`config.mk`:
```
export PLATFORM = sky130hd
export DESIGN_NAME = fp_mul_arbiter
export DESIGN_NICKNAME = d
export VERILOG_FILES = /design/src/rtl/fp_mul_arbiter.sv
export SDC_FILE = /design/constraint.sdc
export NUM_CORES = 1
export LEC_CHECK = 0
export CORE_MARGIN = 5
export CORE_UTILIZATION = 50
export CTS_BUF_LIST = sky130_fd_sc_hd__clkbuf_4 sky130_fd_sc_hd__clkbuf_8
export DETAILED_ROUTE_END_ITERATION = 8
export GPL_ROUTABILITY_DRIVEN = 0
export HOLD_SLACK_MARGIN = 0.06
export PLACE_DENSITY = 0.73
export SLEW_MARGIN = 10
export SYNTH_ARGS = -nofsm -noshare
export SYNTH_HDL_FRONTEND = slang
export SYNTH_SLANG_ARGS = --single-unit
export TNS_END_PERCENT = 5
```
`constraint.sdc`:
```
create_clock -name clk -period 10.65 [get_ports clk]
set_input_delay 1.065 -clock clk [delete_from_list [all_inputs] [get_ports clk]]
set_output_delay 1.065 -clock clk [all_outputs]
set_load 0.01 [all_outputs]
```
`src/rtl/fp_mul_arbiter.sv`:
```
// fp_mul_arbiter: round-robin sharing of one Q(I).(F) multiplier among N_REQ
// valid/ready requesters, with a single response bus and debug counters.
// Ports: clk, rst_n; req_valid/req_ready/req_a/req_b/req_s1/req_s2 (packed per
// requester); rsp_valid/rsp_ready/rsp_id/rsp_c/rsp_sign/rsp_overflow;
// stat_clr, op_cnt, ovf_cnt.

module fp_mul_dp #(
  parameter  int I = 2,
  parameter  int F = 14,
  localparam int W = I + F
) (
  input  logic [W-1:0] a,
  input  logic [W-1:0] b,
  input  logic         s1,
  input  logic         s2,
  output logic [W-1:0] c,
  output logic         sign,
  output logic         overflow
);
  logic signed [W:0]     ax;
  logic signed [W:0]     bx;
  logic signed [2*W+1:0] p;
  logic signed [2*W+1:0] q;
  logic                  rs;
  logic                  ovf_s;
  logic                  ovf_u;

  assign ax = {s1 & a[W-1], a};
  assign bx = {s2 & b[W-1], b};
  assign p  = (2*W+2)'(ax) * (2*W+2)'(bx);
  // Arithmetic shift truncates the F dropped LSBs toward minus infinity.
  assign q  = p >>> F;

  // The result range is signed whenever either operand is signed, since a
  // signed operand can make the product negative.
  assign rs    = s1 | s2;
  assign ovf_s = !((&q[2*W+1:W-1]) || !(|q[2*W+1:W-1]));
  assign ovf_u = |q[2*W+1:W];

  assign overflow = rs ? ovf_s : ovf_u;
  assign c        = overflow ? '1 : q[W-1:0];
  assign sign     = s1 ^ s2;
endmodule

module fp_mul_arbiter #(
  parameter  int N_REQ = 4,
  parameter  int I     = 2,
  parameter  int F     = 14,
  parameter  int CNT_W = 16,
  localparam int W     = I + F,
  localparam int ID_W  = (N_REQ > 1) ? $clog2(N_REQ) : 1
) (
  input  logic               clk,
  input  logic               rst_n,
  input  logic [N_REQ-1:0]   req_valid,
  output logic [N_REQ-1:0]   req_ready,
  input  logic [N_REQ*W-1:0] req_a,
  input  logic [N_REQ*W-1:0] req_b,
  input  logic [N_REQ-1:0]   req_s1,
  input  logic [N_REQ-1:0]   req_s2,
  output logic               rsp_valid,
  input  logic               rsp_ready,
  output logic [ID_W-1:0]    rsp_id,
  output logic [W-1:0]       rsp_c,
  output logic               rsp_sign,
  output logic               rsp_overflow,
  input  logic               stat_clr,
  output logic [CNT_W-1:0]   op_cnt,
  output logic [CNT_W-1:0]   ovf_cnt
);
  typedef enum logic [1:0] {IDLE, MUL, RESP} state_t;

  state_t          state;
  logic [ID_W-1:0] last;
  logic [ID_W-1:0] gnt_id;
  logic            gnt_any;
  logic [ID_W-1:0] op_id;
  logic [W-1:0]    op_a;
  logic [W-1:0]    op_b;
  logic            op_s1;
  logic            op_s2;
  logic [W-1:0]    dp_c;
  logic            dp_sign;
  logic            dp_ovf;
  logic            done;

  // First requesting index after the last winner, wrapping around.
  always_comb begin
    int k;
    k       = 0;
    gnt_any = 1'b0;
    gnt_id  = '0;
    for (int i = 1; i <= N_REQ; i++) begin
      k = int'(last) + i;
      if (k >= N_REQ) k = k - N_REQ;
      if (!gnt_any && req_valid[ID_W'(k)]) begin
        gnt_any = 1'b1;
        gnt_id  = ID_W'(k);
      end
    end
  end

  always_comb begin
    req_ready = '0;
    if (rst_n && state == IDLE && gnt_any)
      req_ready[gnt_id] = 1'b1;
  end

  fp_mul_dp #(.I(I), .F(F)) u_dp (
    .a        (op_a),
    .b        (op_b),
    .s1       (op_s1),
    .s2       (op_s2),
    .c        (dp_c),
    .sign     (dp_sign),
    .overflow (dp_ovf)
  );

  always_ff @(posedge clk or negedge rst_n) begin
    if (!rst_n) begin
      state        <= IDLE;
      last         <= ID_W'(N_REQ - 1);
      op_id        <= '0;
      op_a         <= '0;
      op_b         <= '0;
      op_s1        <= 1'b0;
      op_s2        <= 1'b0;
      rsp_valid    <= 1'b0;
      rsp_id       <= '0;
      rsp_c        <= '0;
      rsp_sign     <= 1'b0;
      rsp_overflow <= 1'b0;
    end else begin
      unique case (state)
        IDLE: begin
          if (gnt_any) begin
            op_a  <= req_a[gnt_id*W +: W];
            op_b  <= req_b[gnt_id*W +: W];
            op_s1 <= req_s1[gnt_id];
            op_s2 <= req_s2[gnt_id];
            op_id <= gnt_id;
            last  <= gnt_id;
            state <= MUL;
          end
        end
        MUL: begin
          rsp_c        <= dp_c;
          rsp_sign     <= dp_sign;
          rsp_overflow <= dp_ovf;
          rsp_id       <= op_id;
          rsp_valid    <= 1'b1;
          state        <= RESP;
        end
        RESP: begin
          if (rsp_ready) begin
            rsp_valid <= 1'b0;
            state     <= IDLE;
          end
        end
        default: state <= IDLE;
      endcase
    end
  end

  assign done = rsp_valid & rsp_ready;

  always_ff @(posedge clk or negedge rst_n) begin
    if (!rst_n) begin
      op_cnt  <= '0;
      ovf_cnt <= '0;
    end else if (stat_clr) begin
      op_cnt  <= '0;
      ovf_cnt <= '0;
    end else if (done) begin
      if (op_cnt != '1)
        op_cnt <= op_cnt + CNT_W'(1);
      if (rsp_overflow && ovf_cnt != '1)
        ovf_cnt <= ovf_cnt + CNT_W'(1);
    end
  end
endmodule
```
**Word-level counts from Yosys, hierarchy flattened**

Index checks and enable logic that the tools add are counted.

- Flip-flop bits (word level): 93
- Latch bits: 0
- Memory bits (writable): 0
- Memory bits (read-only): 0
- Input bits: 144
- Output and inout bits: 57
- Memories kept: 0

- $add $sub $neg: 10
- $mul: 1
- Div/mod/pow operators: 0
- Magnitude comparators: 10
- Equality and inequality tests: 6
- Shifts and indexed selects: 2
- Multiplexer cells: 44
- Bitwise logic cells: 5
- Reductions and logical operators: 26

Operator list:

| operator | number |
|---|---|
| variable part select 64 x 7 -> 16 bit | 2 |
| two-way mux 16 bit | 7 |
| multiplier 17 x 17 -> 34 bit | 1 |
| adder 16 x 1 -> 16 bit (second input constant) | 2 |
| inequality test 16 bit (second input constant) | 2 |
| two-way mux 2 bit | 10 |
| two-way mux 1 bit | 17 |
| less-than comparator 2 x 4 -> 1 bit (second input constant) | 4 |
| binary-select mux 1 bit (select 2 bit) | 6 |
| AND reduction 2 bit | 5 |
| >= comparator 3 bit (second input constant) | 3 |
| nonzero test 2 bit | 4 |
| subtractor 2 x 1 -> 2 bit (second input constant) | 4 |
| logical AND 1 bit | 7 |
| adder 2 x 2 -> 3 bit (second input constant) | 2 |
| one-hot mux 2 bit (3 select lines) | 1 |
| zero test 1 bit | 5 |
| AND reduction 5 bit | 1 |
| OR reduction 5 bit | 1 |
| adder 2 x 3 -> 4 bit (second input constant) | 1 |
| >= comparator 4 x 3 -> 1 bit (second input constant) | 1 |
| two-way mux 4 bit | 1 |
| inequality test 2 bit (second input constant) | 2 |
| OR reduction 4 bit | 1 |
| other kinds (12) | 14 |

**Longest topological paths before layout**

Gate-level depths: netlist of the first run.

- Depth after elaboration: 21
- Depth in mapped cells: 27
- Gate-level depth less buffers: 25

**Hierarchy**

From an unflattened synthesis of the first run, not the netlist that was laid out.

- Cell total of the unflattened synthesis: 1713
- Area total of the unflattened synthesis: 16482.1 um^2

By module, submodules not included:

| module | times used | cells each | area each (um^2) |
|---|---|---|---|
| fp_mul_dp | 1 | 1259 | 11332.1 |
| fp_mul_arbiter | 1 | 454 | 5149.9 |

**Least setup slack after synthesis of the first run**

Ideal clock, no wire load.

- Kind: flip-flop to flip-flop
- Start point: register op_s1
- End point: register rsp_c[4]
- Arrival time: 6.863 ns
- Required time: 10.509 ns
- Setup slack: 3.646 ns
- Stages on the path, launching flop included: 24
- Buffers on the path: 2
- Clock period less this slack: 7.004 ns
- Path through: dfrtp_1 -> and2_1 -> clkbuf_1 -> nand2_1 -> inv_1 -> fa_1 -> inv_1 -> fa_1 -> inv_1 -> fa_1 -> fa_1 -> fa_1 -> fa_1 -> ha_1 -> nand2_1 -> nor3_1 -> nand2_1 -> o211a_1 -> a2111oi_0 -> nor3_1 -> or4_4 -> o22ai_4 -> buf_6 -> a31oi_1

- Word-level cells in the longest chain between the ends: 8
- Elaborated cells between the ends (all ways): 11
- Those cells by class: 1 x mul; 2 x mux; 2 x bitwise; 6 x reduce/logical

RTL lines:

| item | line | source |
|---|---|---|
| start: declaration | 80 | `logic op_s1;` |
| start signal: assignment | 139 | `op_s1 <= req_s1[gnt_id];` |
| bitwise AND 1 bit | 28 | `assign ax = {s1 & a[W-1], a};` |
| multiplier 17 x 17 -> 34 bit | 30 | `assign p = (2*W+2)'(ax) * (2*W+2)'(bx);` |
| OR reduction 5 bit | 37 | `assign ovf_s = !((&q[2*W+1:W-1]) \|\| !(\|q[2*W+1:W-1]));` |
| zero test 1 bit | 37 |  |
| logical OR 1 bit | 37 |  |
| zero test 1 bit | 37 |  |
| two-way mux 1 bit | 40 | `assign overflow = rs ? ovf_s : ovf_u;` |
| two-way mux 16 bit * | 41 | `assign c = overflow ? '1 : q[W-1:0];` |
| end signal: assignment | 147 | `rsp_c <= dp_c;` |
| end: declaration | 64 | `output logic [W-1:0] rsp_c,` |

Mark *: on every way between the ends. The rest lies on a longest branch, timed or not.
A chain may end at the register's enable or synchronous reset.

**Final worst setup path of the first run**

- Start point: register op_a[15]
- End point: register rsp_c[2]

- Word-level cells in the longest chain between the ends: 8
- Elaborated cells between the ends (all ways): 10
- Those cells by class: 1 x mul; 2 x mux; 1 x bitwise; 6 x reduce/logical

RTL lines:

| item | line | source |
|---|---|---|
| start: declaration | 78 | `logic [W-1:0] op_a;` |
| start signal: assignment | 137 | `op_a <= req_a[gnt_id*W +: W];` |
| bitwise AND 1 bit | 28 |  |
| multiplier 17 x 17 -> 34 bit * | 30 |  |
| OR reduction 5 bit | 37 |  |
| zero test 1 bit | 37 |  |
| logical OR 1 bit | 37 |  |
| zero test 1 bit | 37 |  |
| two-way mux 1 bit | 40 |  |
| two-way mux 16 bit * | 41 |  |

Marked as above.

==> impl_metrics.yaml, run 1 <==
run_status:
  status: "completed"
hold_path:
  whs_path_depth: 2
  hold_path.class: "register to register"
timing:
  report.final.hold_viol_count: 0
  grt_setup_unrepaired: "no"
  finalSetupTns_ns: 0
  clock_skew_ns: 0.02206
  max_clock_freq_mhz: 124.0
  post-route-min-period_ns: 8.067
  fin_ws_ns: 2.583
  worst_slew_pin_slew_ns: 0.9466
  finalMaxSlewViolations: 0
  setup_violations: 0
  period_share_pct: 75.75
  maxSlewHeadroom_pct: 36.89
clock_network:
  clock_insertion_delay_worst_skew_ns: 0.40
  clk_root_buffer_cell: "clkbuf_8"
  post_cts_resize_count: 0
  max-clock-path-buffers: 2
  tritoncts: "done"
  tritoncts_num_sinks: 93
  ctsHoldBuffers: 0
  numCtsBuffers: 9
  cts_setup_buffers: 0
  clk_transition_reported_paths_ns: 0.12
  cts_htree_levels: 3
logic_synthesis:
  synth_seq_area_share_pct: 14.79
  count_of_state_elements_after_synthesis: 93
  synthTopCellsByCount: "nand2_1 (407), inv_1 (318), fa_1 (296)"
  synthesis.nets: 2374
  synth_area_leader_cell: "fa_1"
  synth_area_per_cell_sq_um: 8.512
  synthMostInstantiatedCell: "nand2_1"
  synthesized_cell_area_sq_mm: 0.01576
  synthTopCellsByArea: "fa_1 (38%), dfrtp_1 (14%), nand2_1 (9.7%)"
  yosys_most_used_dff: "dfrtp_1"
  postSynth.asyncResetShare_pct: 100.0
  synthDistinctLibCells: 55
  yosys_warnings: 0
  synth.top_cell.area_share_pct: 37.61
  postSynthCellCount: 1851
  synth_enable_flop_cells: 0
placement:
  dp_slack_ns: 2.669
  port-buffer-count: 200
  place_hpwl_mm: 32.27
routing:
  drt_pre_antenna_iters: 5
  final_antenna_net_count: 0
  remaining_drc_errors: 0
  dr.first_iter.drc_count: 896
  drt-wirelength-per-cell_microns: 17.14
  route.final.wire_length_mm: 40.92
  total_number_of_vias: 12824
  via_per_inst: 5.370
critical_path:
  worstSetupEndpointType: "register"
  cp_data_required_time_ns: 10.90
  worstPathMaxFanout: 24
  cp_launch_type: "register"
  worst_r2r_path_depth: 21
  worst-setup-path-type: "register to register"
  arrival_ns: 8.32
layout:
  finalNetCount: 2504
  synthToLayoutAreaGrowth_pct: 15.46
  n_antenna_cell: 0
  drive_gt1_share_pct: 2.216
floorplanning:
  chipHeight_microns: 187.5
  floorplan.rows: 65
  core-area_sq_mm: 0.03131
  top_level_ports: 201
  floorplan.initialDensity_pct: 50.32
  die_area_sq_mm: 0.03516
  die_width_microns: 187.5
global_routing:
  grt_max_degree: 71
  grt_first_pass_wirelength_mm: 69.33
  vias_in_the_first_global_route: 14069
  grt_antenna_before_repair: 0
  grt_overflow_total: 0
  grt_usage_pct: 24.22
job:
  max_cap_violations: 0
critical path: stages (launching register included):
cell	delay, ns
dfrtp_1	0.65
and2_1	0.39
nand2_1	0.16
inv_1	0.11
fa_1	0.65
inv_1	0.15
fa_1	0.81
inv_1	0.18
fa_1	0.49
fa_1	0.56
fa_1	0.43
fa_1	0.45
ha_1	0.43
nand2_1	0.07
nor3_1	0.19
nand2_1	0.10
o211a_1	0.27
a2111oi_0	0.59
nor3_1	0.18
or4_4	0.52
o22ai_4	0.36
a31oi_1	0.16
sequential cells by signal (all words and copies together) (netlist names):
signal	cells
op_id	2
rsp_id	2
rsp_overflow	1
op_cnt	16
rsp_sign	1
last	2
rsp_c	16
op_b	16
op_s1	1
op_a	16
ovf_cnt	16
op_s2	1
rsp_valid	1
state	2
kinds of logic after synthesis:
| family | after synthesis | share of synthesized area (%) |
|---|---|---|
| adders and majority gates | 379 | 44.20 |
| and+or+nand+nor | 717 | 20.45 |
| DFF | 93 | 14.79 |
| buffers and inverters | 407 | 9.776 |
| xor gates and xnor gates | 56 | 3.113 |
| muxes | 4 | 0.2621 |
| AOI/OAI and AO/OA | 195 | 7.409 |
metal layers:
layer  global-route usage (%)  wire (microns)  up-vias
li1                         -               -     5908
met1                    28.74           15580     6438
met2                    44.99           21730      375
met3                    2.829            1887      103
met4                    9.345            1724        0
met5                        0               0        -
path summary, 6_finish.rpt:
kind	startpoint	slack [ns]	endpoint
max	op_a[15]	2.58	rsp_c[2]
min	op_id[0]	0.49	rsp_id[0]
max reg2reg	op_a[15]	2.58	rsp_c[2]
min reg2reg	op_id[0]	0.49	rsp_id[0]
max in group asynchronous	rst_n	8.87	op_b[14]
min in group asynchronous	rst_n	0.59	op_cnt[5]
cell usage in the layout, fill, tap and decap left out, types with 4 or more instances in the layout:
cell type,n
o211ai_1,6
and2_1,119
xnor2_1,32
xor2_1,24
a21oi_1,42
inv_1,318
nand4_1,15
or2_2,6
o21bai_1,5
a31oi_1,21
dfrtp_1,91
fa_1,296
nand2_1,407
or3_1,5
clkdlybuf4s50_1,199
o21ai_0,87
nor2_1,79
clkbuf_8,9
ha_1,83
and3_1,11
nand3_1,45
nor2b_1,4
buf_4,9
a211oi_1,4
a21o_1,4
nand2b_1,7
o2111ai_1,4
nor3_1,7
stage by stage:
step,hold slack (ns),instances,utilization (%),instance area (sq um)
after global routing,0.5029,2388,58.10,18190
after CTS,0.4930,2388,58.10,18190
final,0.4871,2388,58.10,18190
after global placement,0.4662,2372,57.49,18000
after detailed placement,0.4608,2372,57.49,18000
after floorplan,0.4386,1851,-,15760
cell type report:
cell class,count,area (sq um)
clock buffer,9,123.9
timing repair buffer,208,2059
multi-input combinational,1351,11920
fill,2756,13120
inverter,318,1194
tap,402,503.0
clock inverter,7,65.06
sequential,93,2330
Power of run 1 is not shown: default switching activity piles up to over one toggle a cycle in this logic, so the estimate is an artifact.
==> run 2: changes to the inputs <==
--- a/config.mk
+++ b/config.mk
@@ -11,7 +11,7 @@
 export DETAILED_ROUTE_END_ITERATION = 8
 export GPL_ROUTABILITY_DRIVEN = 0
 export HOLD_SLACK_MARGIN = 0.06
-export PLACE_DENSITY = 0.73
+export PLACE_DENSITY = 0.76
 export SLEW_MARGIN = 10
 export SYNTH_ARGS = -nofsm -noshare
 export SYNTH_HDL_FRONTEND = slang
==> constraint.sdc (replaced) <==
create_clock -name clk -period 7.3 [get_ports clk]
set_input_delay 0.73 -clock clk [delete_from_list [all_inputs] [get_ports clk]]
set_output_delay 0.73 -clock clk [all_outputs]
set_load 0.01 [all_outputs]
==> impl_metrics.yaml, run 2 (same netlist as run 1, synthesis figures left out) <==
run_status:
  status: "completed"
critical_path:
  arrival_ns: 7.22
  cpMaxStageDelayCell: "dfrtp_1"
  worstPathMaxFanout: 16
  path_common_cell: "fa_1"
  path_buf_inv: 6
  cp_data_required_time_ns: 7.56
  worst-setup-path-type: "register to register"
  cp_launch_type: "register"
  critical_path.cell_chain: "buf_4, and2_1, fa_1, fa_1, inv_1, fa_1, inv_1, fa_1, fa_1, inv_1, fa_1, inv_1, ha_1, nand2_1, o21ai_0, a21boi_0, o211a_1, a2111oi_2, nor3_1, or4_4, o22ai_4, buf_12, a31oi_1"
  timing.critical_path.max_delay_family: "adder cells"
  max_stage_delay_ns: 0.61
  worstSetupEndpointType: "register"
global_routing:
  grt_first_pass_wirelength_mm: 68.43
  grt_antenna_before_repair: 0
  grt_usage_pct: 23.96
  grt_overflow_total: 0
  vias_in_the_first_global_route: 14000
  grt_max_degree: 71
clock_network:
  tritoncts_num_sinks: 93
  ctsHoldBuffers: 0
  clk_root_buffer_cell: "clkbuf_8"
  numCtsBuffers: 9
  tritoncts: "done"
  max-clock-path-buffers: 2
  clock_insertion_delay_worst_skew_ns: 0.40
  cts_htree_levels: 3
  clk_transition_reported_paths_ns: 0.12
layout:
  fill_cells: 2667
  layout_common_cells: "nand2_1 (407), inv_1 (318), fa_1 (295), clkdlybuf4s50_1 (199), and2_1 (119)"
  post_layout_nonfiller_instances: 2420
  layout.cells.most_common: "nand2_1"
  n_antenna_cell: 0
  finalNetCount: 2536
  drive_gt1_share_pct: 4.410
  post_layout_util_pct: 59.05
  synthToLayoutAreaGrowth_pct: 17.35
floorplanning:
  top_level_ports: 201
  floorplan.initialDensity_pct: 50.32
  chipHeight_microns: 187.5
  die_area_sq_mm: 0.03516
  core-area_sq_mm: 0.03131
  die_width_microns: 187.5
  floorplan.rows: 65
timing:
  worst_slew_pin_slew_ns: 0.9051
  maxSlewHeadroom_pct: 39.66
  report.final.hold_viol_count: 0
  finalMaxSlewViolations: 0
  post-route-min-period_ns: 6.963
  finalSetupTns_ns: 0
  max_clock_freq_mhz: 143.6
  setup_violations: 0
  period_share_pct: 95.38
  clock_skew_ns: 0.01985
hold_path:
  hold_path.class: "primary input to asynchronous set/reset pin"
placement:
  place_hpwl_mm: 33.25
  port-buffer-count: 200
  placedCellCount: 2402
routing:
  via_per_inst: 5.367
  route.final.wire_length_mm: 40.73
  final_antenna_net_count: 0
  dr.first_iter.drc_count: 859
  drt_pre_antenna_iters: 7
  total_number_of_vias: 12988
  drt-wirelength-per-cell_microns: 16.83
  remaining_drc_errors: 0
job:
  max_cap_violations: 0
## run 2: changes by cell type in the layout (fill, tap and decap cells not counted), sizes merged
| cell | change |
|---|---|
| buf | +32 |
| clkinv | +2 |
| clkinvlp | -1 |
| inv | -1 |
## run 2: worst reg2reg max path, delay by kind of cell, from the launching register on
kind                       cells  cell delay (ns)
DFF                            1             0.61
AOI/OAI and AO/OA              6             1.38
and+or+nand+nor                4             0.95
buffers and inverters          6             0.64
adders and majority gates      7             3.24
## run 2: what timing repair did
item                                    in CTS  in global routing
resized for setup                            1                 13
endpoints found under the hold margin        0                  0
endpoints found under the setup margin       2                 16
pin swaps                                    1                  1
buffers inserted                             1                  1
## run 2: area by class of cell
type	count	area, sq um	area share [%]
flip-flops and latches	93	2340	12.65
well taps	402	503.0	2.720
multi-input cells	1351	11940	64.56
clock inverters	7	80.08	0.4331
clock buffers	9	123.9	0.6700
inverters	318	1194	6.456
repair buffers	240	2312	12.51
## run 2: routing by layer
layer	vias up	routed length (microns)	global-route usage, %
li1	5966	-	-
met1	6470	15400	29.06
met2	416	21350	42.49
met3	136	1938	3.202
met4	0	2042	11.24
met5	-	0	0
## run 2: worst paths after layout
check | start | endpoint | slack, ns | depth (start not counted)
setup / recovery | op_b[11] | rsp_c[0] | 0.34 | 23
hold / removal | rst_n | op_cnt[8] | 0.22 | 1
setup reg to reg | op_b[11] | rsp_c[0] | 0.34 | 23
hold reg to reg | op_id[0] | rsp_id[0] | 0.49 | 2
max in group asynchronous | rst_n | op_b[5] | 5.77 | 2
min in group clk | op_id[0] | rsp_id[0] | 0.49 | 2
## run 2: per-stage QoR
| step | setup slack [ns] | hold slack (ns) | cell area (sq um) |
|---|---|---|---|
| after floorplan | 0.2956 | 0.4344 | 15760 |
| after CTS | 0.1179 | 0.2322 | 18450 |
| after detailed placement | 0.02515 | 0.4517 | 18230 |
| after global routing | -0.02230 | 0.2421 | 18490 |
| after global placement | 0.2158 | 0.4580 | 18230 |
| final | 0.3371 | 0.2249 | 18490 |
Power of run 2 is left out for the same reason.
